<file path="src/rtl/pwm_pkg.sv">
// pwm_pkg: shared mode encodings and the breathe-table generator
// for the multi-channel PWM block.
package pwm_pkg;

  localparam int MODE_W = 2;

  localparam logic [MODE_W-1:0] MODE_OFF     = 2'd0;
  localparam logic [MODE_W-1:0] MODE_STATIC  = 2'd1;
  localparam logic [MODE_W-1:0] MODE_BREATHE = 2'd2;
  localparam logic [MODE_W-1:0] MODE_SCALED  = 2'd3;

  // Raised-cosine sample, 0 at i=0 and full scale at half the depth.
  function automatic int sine_val(int i, int depth, int bits);
    real pi;
    real v;
    pi = 3.14159265358979;
    v  = real'((1 << bits) - 1)
       * (1.0 - $cos(2.0 * pi * real'(i) / real'(depth))) / 2.0;
    return $rtoi(v + 0.5);
  endfunction

endpackage

</file>
<file path="src/rtl/breathe_lut.sv">
// breathe_lut: combinational raised-cosine ROM, one read port.
// Indices at or beyond the table depth read as zero.
module breathe_lut
  import pwm_pkg::*;
#(
  parameter int LUT_DEPTH = 100,
  parameter int IDX_BITS  = 7,
  parameter int PWM_BITS  = 6
) (
  input  logic [IDX_BITS-1:0] idx_i,
  output logic [PWM_BITS-1:0] val_o
);

  logic [PWM_BITS-1:0] tab [LUT_DEPTH];

  for (genvar g = 0; g < LUT_DEPTH; g++) begin : g_tab
    assign tab[g] = PWM_BITS'(sine_val(g, LUT_DEPTH, PWM_BITS));
  end

  always_comb begin
    val_o = '0;
    for (int k = 0; k < LUT_DEPTH; k++) begin
      if (idx_i == IDX_BITS'(k)) val_o = tab[k];
    end
  end

endmodule

</file>
<file path="src/rtl/pwm_breathe_multi.sv">
// pwm_breathe_multi: N-channel PWM with off/static/breathe/scaled modes;
// duty updates are handshaked and take effect only at a period boundary.
module pwm_breathe_multi
  import pwm_pkg::*;
#(
  parameter int  NUM_CH    = 4,
  parameter int  PWM_BITS  = 6,
  parameter int  LUT_DEPTH = 100,
  parameter int  IDX_BITS  = 7,
  parameter int  DIV_BITS  = 8,
  localparam int CH_W      = (NUM_CH > 1) ? $clog2(NUM_CH) : 1
) (
  input  logic                clk,
  input  logic                rst_n,
  input  logic                ena,
  input  logic                cfg_valid,
  output logic                cfg_ready,
  input  logic [CH_W-1:0]     cfg_ch,
  input  logic [MODE_W-1:0]   cfg_mode,
  input  logic [PWM_BITS-1:0] cfg_duty,
  input  logic [IDX_BITS-1:0] cfg_phase,
  input  logic [DIV_BITS-1:0] step_div,
  output logic [NUM_CH-1:0]   pwm_out,
  output logic                period_start
);

  localparam int CHX = 2 ** CH_W;
  localparam logic [PWM_BITS-1:0] CNT_MAX = '1;
  localparam logic [IDX_BITS:0]   DEPTH   = (IDX_BITS + 1)'(LUT_DEPTH);
  localparam logic [IDX_BITS-1:0] LAST    = IDX_BITS'(LUT_DEPTH - 1);

  logic [PWM_BITS-1:0] cnt_q, cnt_d;
  logic [IDX_BITS-1:0] phase_q, phase_d;
  logic [DIV_BITS-1:0] div_q, div_d;
  logic [NUM_CH-1:0]   pend_q, pend_d, wr, pwm_q, pwm_d;
  logic [CHX-1:0]      pend_x, wr_x;
  logic                ps_q, boundary, accept;
  logic [IDX_BITS-1:0] off_in;
  logic [PWM_BITS-1:0] eff [NUM_CH];

  assign boundary     = ena & (cnt_q == CNT_MAX);
  // Channels beyond NUM_CH see a never-pending slot: always ready, dropped.
  assign pend_x       = CHX'(pend_q);
  assign cfg_ready    = ~pend_x[cfg_ch];
  assign accept       = cfg_valid & cfg_ready;
  assign wr_x         = CHX'(accept) << cfg_ch;
  assign wr           = NUM_CH'(wr_x);
  assign off_in       = IDX_BITS'({1'b0, cfg_phase} % DEPTH);
  assign pwm_out      = pwm_q;
  assign period_start = ps_q;

  always_comb begin
    cnt_d   = cnt_q;
    phase_d = phase_q;
    div_d   = div_q;
    pend_d  = pend_q;
    if (ena) cnt_d = cnt_q + PWM_BITS'(1);
    if (boundary) begin
      pend_d = '0;
      if (div_q >= step_div) begin
        div_d   = '0;
        phase_d = (phase_q == LAST) ? '0 : phase_q + IDX_BITS'(1);
      end else begin
        div_d = div_q + DIV_BITS'(1);
      end
    end
    pend_d = pend_d | wr;
  end

  always_comb begin
    pwm_d = '0;
    for (int c = 0; c < NUM_CH; c++) begin
      pwm_d[c] = ena & (eff[c] > cnt_q);
    end
  end

  always_ff @(posedge clk or negedge rst_n) begin
    if (!rst_n) begin
      cnt_q   <= '0;
      phase_q <= '0;
      div_q   <= '0;
      pend_q  <= '0;
      pwm_q   <= '0;
      ps_q    <= 1'b0;
    end else begin
      cnt_q   <= cnt_d;
      phase_q <= phase_d;
      div_q   <= div_d;
      pend_q  <= pend_d;
      pwm_q   <= pwm_d;
      ps_q    <= boundary;
    end
  end

  for (genvar g = 0; g < NUM_CH; g++) begin : g_ch
    logic [MODE_W-1:0]     sh_mode_q, act_mode_q, mode_d;
    logic [PWM_BITS-1:0]   sh_duty_q, act_duty_q, duty_d;
    logic [IDX_BITS-1:0]   sh_off_q, act_off_q, off_d, idx;
    logic [PWM_BITS-1:0]   lut_v, eff_q, eff_d;
    logic [IDX_BITS:0]     sum;
    logic [2*PWM_BITS-1:0] prod;
    logic                  apply;

    // eff is latched from the settings that become active this boundary.
    assign apply  = boundary & pend_q[g];
    assign mode_d = apply ? sh_mode_q : act_mode_q;
    assign duty_d = apply ? sh_duty_q : act_duty_q;
    assign off_d  = apply ? sh_off_q  : act_off_q;
    assign sum    = {1'b0, phase_q} + {1'b0, off_d};
    assign idx    = (sum >= DEPTH) ? IDX_BITS'(sum - DEPTH)
                                   : IDX_BITS'(sum);
    assign prod   = {{PWM_BITS{1'b0}}, lut_v}
                  * {{PWM_BITS{1'b0}}, duty_d};
    assign eff[g] = eff_q;

    breathe_lut #(
      .LUT_DEPTH (LUT_DEPTH),
      .IDX_BITS  (IDX_BITS),
      .PWM_BITS  (PWM_BITS)
    ) u_lut (
      .idx_i (idx),
      .val_o (lut_v)
    );

    always_comb begin
      eff_d = '0;
      unique case (mode_d)
        MODE_OFF:     eff_d = '0;
        MODE_STATIC:  eff_d = duty_d;
        MODE_BREATHE: eff_d = lut_v;
        MODE_SCALED:  eff_d = PWM_BITS'(prod >> PWM_BITS);
      endcase
    end

    always_ff @(posedge clk or negedge rst_n) begin
      if (!rst_n) begin
        sh_mode_q  <= MODE_OFF;
        sh_duty_q  <= '0;
        sh_off_q   <= '0;
        act_mode_q <= MODE_OFF;
        act_duty_q <= '0;
        act_off_q  <= '0;
        eff_q      <= '0;
      end else begin
        if (wr[g]) begin
          sh_mode_q <= cfg_mode;
          sh_duty_q <= cfg_duty;
          sh_off_q  <= off_in;
        end
        if (apply) begin
          act_mode_q <= sh_mode_q;
          act_duty_q <= sh_duty_q;
          act_off_q  <= sh_off_q;
        end
        if (boundary) eff_q <= eff_d;
      end
    end
  end

endmodule

</file>
<file path="config.mk">
export PLATFORM = sky130hd
export DESIGN_NAME = pwm_breathe_multi
export DESIGN_NICKNAME = d
export VERILOG_FILES = /design/src/rtl/pwm_pkg.sv /design/src/rtl/breathe_lut.sv /design/src/rtl/pwm_breathe_multi.sv
export SDC_FILE = /design/constraint.sdc
export NUM_CORES = 1
export LEC_CHECK = 0
export ABC_AREA = 1
export CORE_AREA = 3 3 190 284
export DETAILED_ROUTE_END_ITERATION = 10
export DIE_AREA = 0 0 193 287
export SETUP_SLACK_MARGIN = 0.05
export SLEW_MARGIN = 10
export SYNTH_ARGS = -nofsm -noshare
export SYNTH_HDL_FRONTEND = slang
export SYNTH_SLANG_ARGS = --single-unit
export TNS_END_PERCENT = 1
</file>
<file path="constraint.sdc">
create_clock -name clk -period 11.6 [get_ports clk]
set_input_delay 1.74 -clock clk [delete_from_list [all_inputs] [get_ports clk]]
set_output_delay 1.74 -clock clk [all_outputs]
set_load 0.03 [all_outputs]
</file>
==> flow_summary_export.csv <==
group,metric,value,unit
timing,worst_pin_slew,1040,ps
critical_path,critical_path_class,"input port to flip-flop",
grt,grt.overflow.total,0,
floorplan,die_area,55400,um^2
floorplan,dieWidth,193,um
logic_synthesis,synth_edf_count,0,
layout,stdcell_count,3389,
layout,nets,2942,
drt,drtPass1Iterations,5,
critical_path,cp_common_cell,"nand2_1",
logic_synthesis,yosys.area_share.simple,31.0,%
logic_synthesis,yosysSeqAreaShare,24.2,%
timing,fmax,0.0927,GHz
timing,worst_clock_skew,9.34,ps
layout,final_layout_size_suffix_gt1_share,6.63,%
floorplan,fp-row-count,102,
critical_path,slowest_stage,"clkdlybuf4s50_1",
layout,final_cell_area,19800,um^2
logic_synthesis,syn_nets,2902,
layout,area_growth,9.73,%
logic_synthesis,yosysMostFrequentCell,"nand2_1",
drt,ant_nets,0,
clock_tree,cts.sinks,174,
logic_synthesis,synth_top_cell_area_share,24.2,%
critical_path,crit_path_end,"g_ch[1].eff_q[2]$_DFFE_PN0P_",
clock_tree,path_clk_slew,70,ps
drt,drtIter0Drc,1030,
logic_synthesis,synth.area.top_cells,"dfrtp_1 24%, nand2_1 14%, ha_1 10%, inv_1 10%, fa_1 7.6%",
layout,antenna_cells,0,
critical_path,start_kind,"input port",
logic_synthesis,netlist_instances,2660,
timing,report.final.slew_viol_count,0,
drt,vias,17517,
placement,gp_congestion,0.985,
timing,min_period,10790,ps
power_and_ir_drop,cellPowerDensity,261,nW/um^2
logic_synthesis,synth_top_family_by_area,"simple AND/OR/NAND/NOR gates",
clock_tree,clk_latency,440,ps
floorplan,io_pins,35,
critical_path,worstPathArrival,11120,ps
grt,antenna_found_initial,0,
drt,routed_wl,54300,um
clock_tree,cts_buffers,17,
logic_synthesis,yosys.area_share.adder,17.6,%
clock_tree,max-clock-path-buffers,2,
timing,rsz0062_at_grt,"no",
logic_synthesis,synth_flop_cell,"dfrtp_1",
timing,setup_tns,0,ps
critical_path,cp-startpoint,"ena",
timing,setup_viol,0,
timing,hold_violations,0,
grt,track_usage,19.8,%
logic_synthesis,ys.warnings.count,0,
grt,grt_max_degree,93,
logic_synthesis,async_flop_share,100,%
critical_path,max_stage_delay,600,ps
critical_path,path_max_fanout,23,
logic_synthesis,synthMuxAreaShare,1.15,%
drt,viasPerCell,5.17,
logic_synthesis,synth_xor_area_share,1.90,%
power_and_ir_drop,peakVddDrop,227,uV
drt,drc,0,
clock_tree,htreeDepth,4,
floorplan,die_h,287,um
timing,max_slew_margin,30.5,%
layout,fill_cells,5489,
critical_path,endpoint_kind,"flip-flop",
critical_path,ff2ff_path_depth,54,
logic_synthesis,synth_compound_area_share,12.5,%
clock_tree,cts_tree,"yes",
worst_hold_path,hp-class,"flip-flop to flip-flop",
critical_path,reg2reg_from,"cnt_q[0]$_DFFE_PN0P_",
run_status,status,"complete, no violations",
job,maxCapViolations,0,
logic_synthesis,ys_ff_latch,174,
clock_tree,ctsRootBufferMaster,"clkbuf_16",
placement,place_hpwl,43500,um
drt,routedWlPerCell,16.0,um
logic_synthesis,synth_largest_area_cell,"dfrtp_1",
critical_path,rrSetupSlack,1970,ps
placement,numPortBuffers,34,
timing,finalCritPeriodShare,93.0,%
power_and_ir_drop,total_leakage_power,10.7,nW
floorplan,core,51800,um^2
critical_path,timing.rr.end,"g_ch[1].eff_q[2]$_DFFE_PN0P_",
placement,place_area,19200,um^2
critical_path,cp.required,11930,ps
logic_synthesis,avgSynthCellArea,6.78,um^2
grt,grt_pass1_vias,17910,
logic_synthesis,synth.distinct_cells,73,
placement,place_inst,3354,
logic_synthesis,syn_area,18000,um^2
floorplan,initial_core_util,34.8,%
grt,grt_first_pass_wirelength,88500,um
logic_synthesis,yosys-top-cells-count,"688 x nand2_1, 483 x inv_1, 284 x nor2_1",
[flip-flops by register name, summed over array words and instances, names as in the netlist]
| name | cells |
|---|---|
| g_ch.sh_off_q | 28 |
| g_ch.act_off_q | 28 |
| pend_q | 4 |
| g_ch.act_duty_q | 24 |
| g_ch.sh_mode_q | 8 |
| cnt_q | 6 |
| phase_q | 7 |
| g_ch.act_mode_q | 8 |
| div_q | 8 |
| pwm_out | 4 |
| g_ch.eff_q | 24 |
| g_ch.sh_duty_q | 24 |
| period_start | 1 |
[routing by layer]
layer  global-route usage [%]  part of all wire [%]  vias up
met4                     10.3                   5.4        0
met2                     39.0                    55      488
li1                         -                     -     8585
met1                     20.5                    37     8256
met5                        0                     0        -
met3                     1.56                   2.7      188
[final cells by class]
class	instances	area (um^2)	area share, %
clock buffers	19	453	2.29
clock inverters	13	126	0.639
flip-flops and latches	174	4350	22.0
inverters	511	1920	9.71
multi-input cells	1942	11600	58.6
well taps	676	846	4.28
repair buffers	54	492	2.49
[worst min path at each step]
| stage | slack, ps | from | cells after the start | end |
|---|---|---|---|---|
| after detailed placement | 460 | g_ch[0].act_off_q[2]$_DFF_PN0_ | 2 | g_ch[0].act_off_q[2]$_DFF_PN0_ |
| after global placement | 460 | g_ch[3].sh_off_q[0]$_DFFE_PN0P_ | 2 | g_ch[3].sh_off_q[0]$_DFFE_PN0P_ |
| final | 480 | g_ch[0].act_off_q[2]$_DFF_PN0_ | 2 | g_ch[0].act_off_q[2]$_DFF_PN0_ |
| after global routing | 500 | g_ch[0].act_off_q[0]$_DFF_PN0_ | 2 | g_ch[0].act_off_q[0]$_DFF_PN0_ |
| after floorplan | 440 | g_ch[0].act_off_q[0]$_DFF_PN0_ | 2 | g_ch[0].act_off_q[0]$_DFF_PN0_ |
| after CTS | 480 | g_ch[0].act_off_q[2]$_DFF_PN0_ | 2 | g_ch[0].act_off_q[2]$_DFF_PN0_ |
[placed cells by master, fill, tap and decap left out, types with 24 or more instances in the layout]
| cell | count |
|---|---|
| dfrtp_1 | 174 |
| nor3_1 | 37 |
| nand2_2 | 30 |
| inv_1 | 483 |
| xor2_1 | 24 |
| clkdlybuf4s50_1 | 33 |
| nand3_1 | 124 |
| ha_1 | 145 |
| nor2_1 | 282 |
| nand2_1 | 687 |
| nand4_1 | 59 |
| fa_1 | 68 |
| o21ai_0 | 176 |
| a21oi_1 | 81 |
[timing repair]
| action | CTS | global route |
|---|---|---|
| hold buffers | 0 | 0 |
| setup endpoints to repair | 0 | 16 |
| resized for setup | 0 | 5 |
| buffers inserted | 0 | 3 |
[through the flow]
step	total power (W)	hold WS [ps]	util (%)	worst slack, ps
global route	0.00589	499	38.2	45.3
global placement	0.00454	463	37.0	366
floorplan	0.00368	442	-	1750
finish	0.00516	479	38.2	811
detailed placement	0.00460	465	37.0	281
CTS	0.00519	480	38.1	747
[worst max-delay path, delay by kind of cell]
kind	cells	cell delay, ps
compound gates	8	1670
xor+xnor	1	370
fa+ha+maj	6	2170
buf+inv	8	1560
mux	1	310
simple gates	30	3270
[cell families after synthesis]
| kind of cell | count (synthesis) |
|---|---|
| AO/OA/AOI/OAI | 381 |
| XOR/XNOR | 36 |
| adder cells (fa/ha/maj) | 213 |
| buffers and inverters | 544 |
| flip-flops | 174 |
| multiplexers | 19 |
| AND/OR/NAND/NOR | 1293 |
[power breakdown]
| group | switching [W] | internal [W] |
|---|---|---|
| registers | 0.0000548 | 0.000702 |
| logic | 0.00247 | 0.00137 |
| clock network | 0.000254 | 0.000311 |
Power figures use the tool's default switching activity.
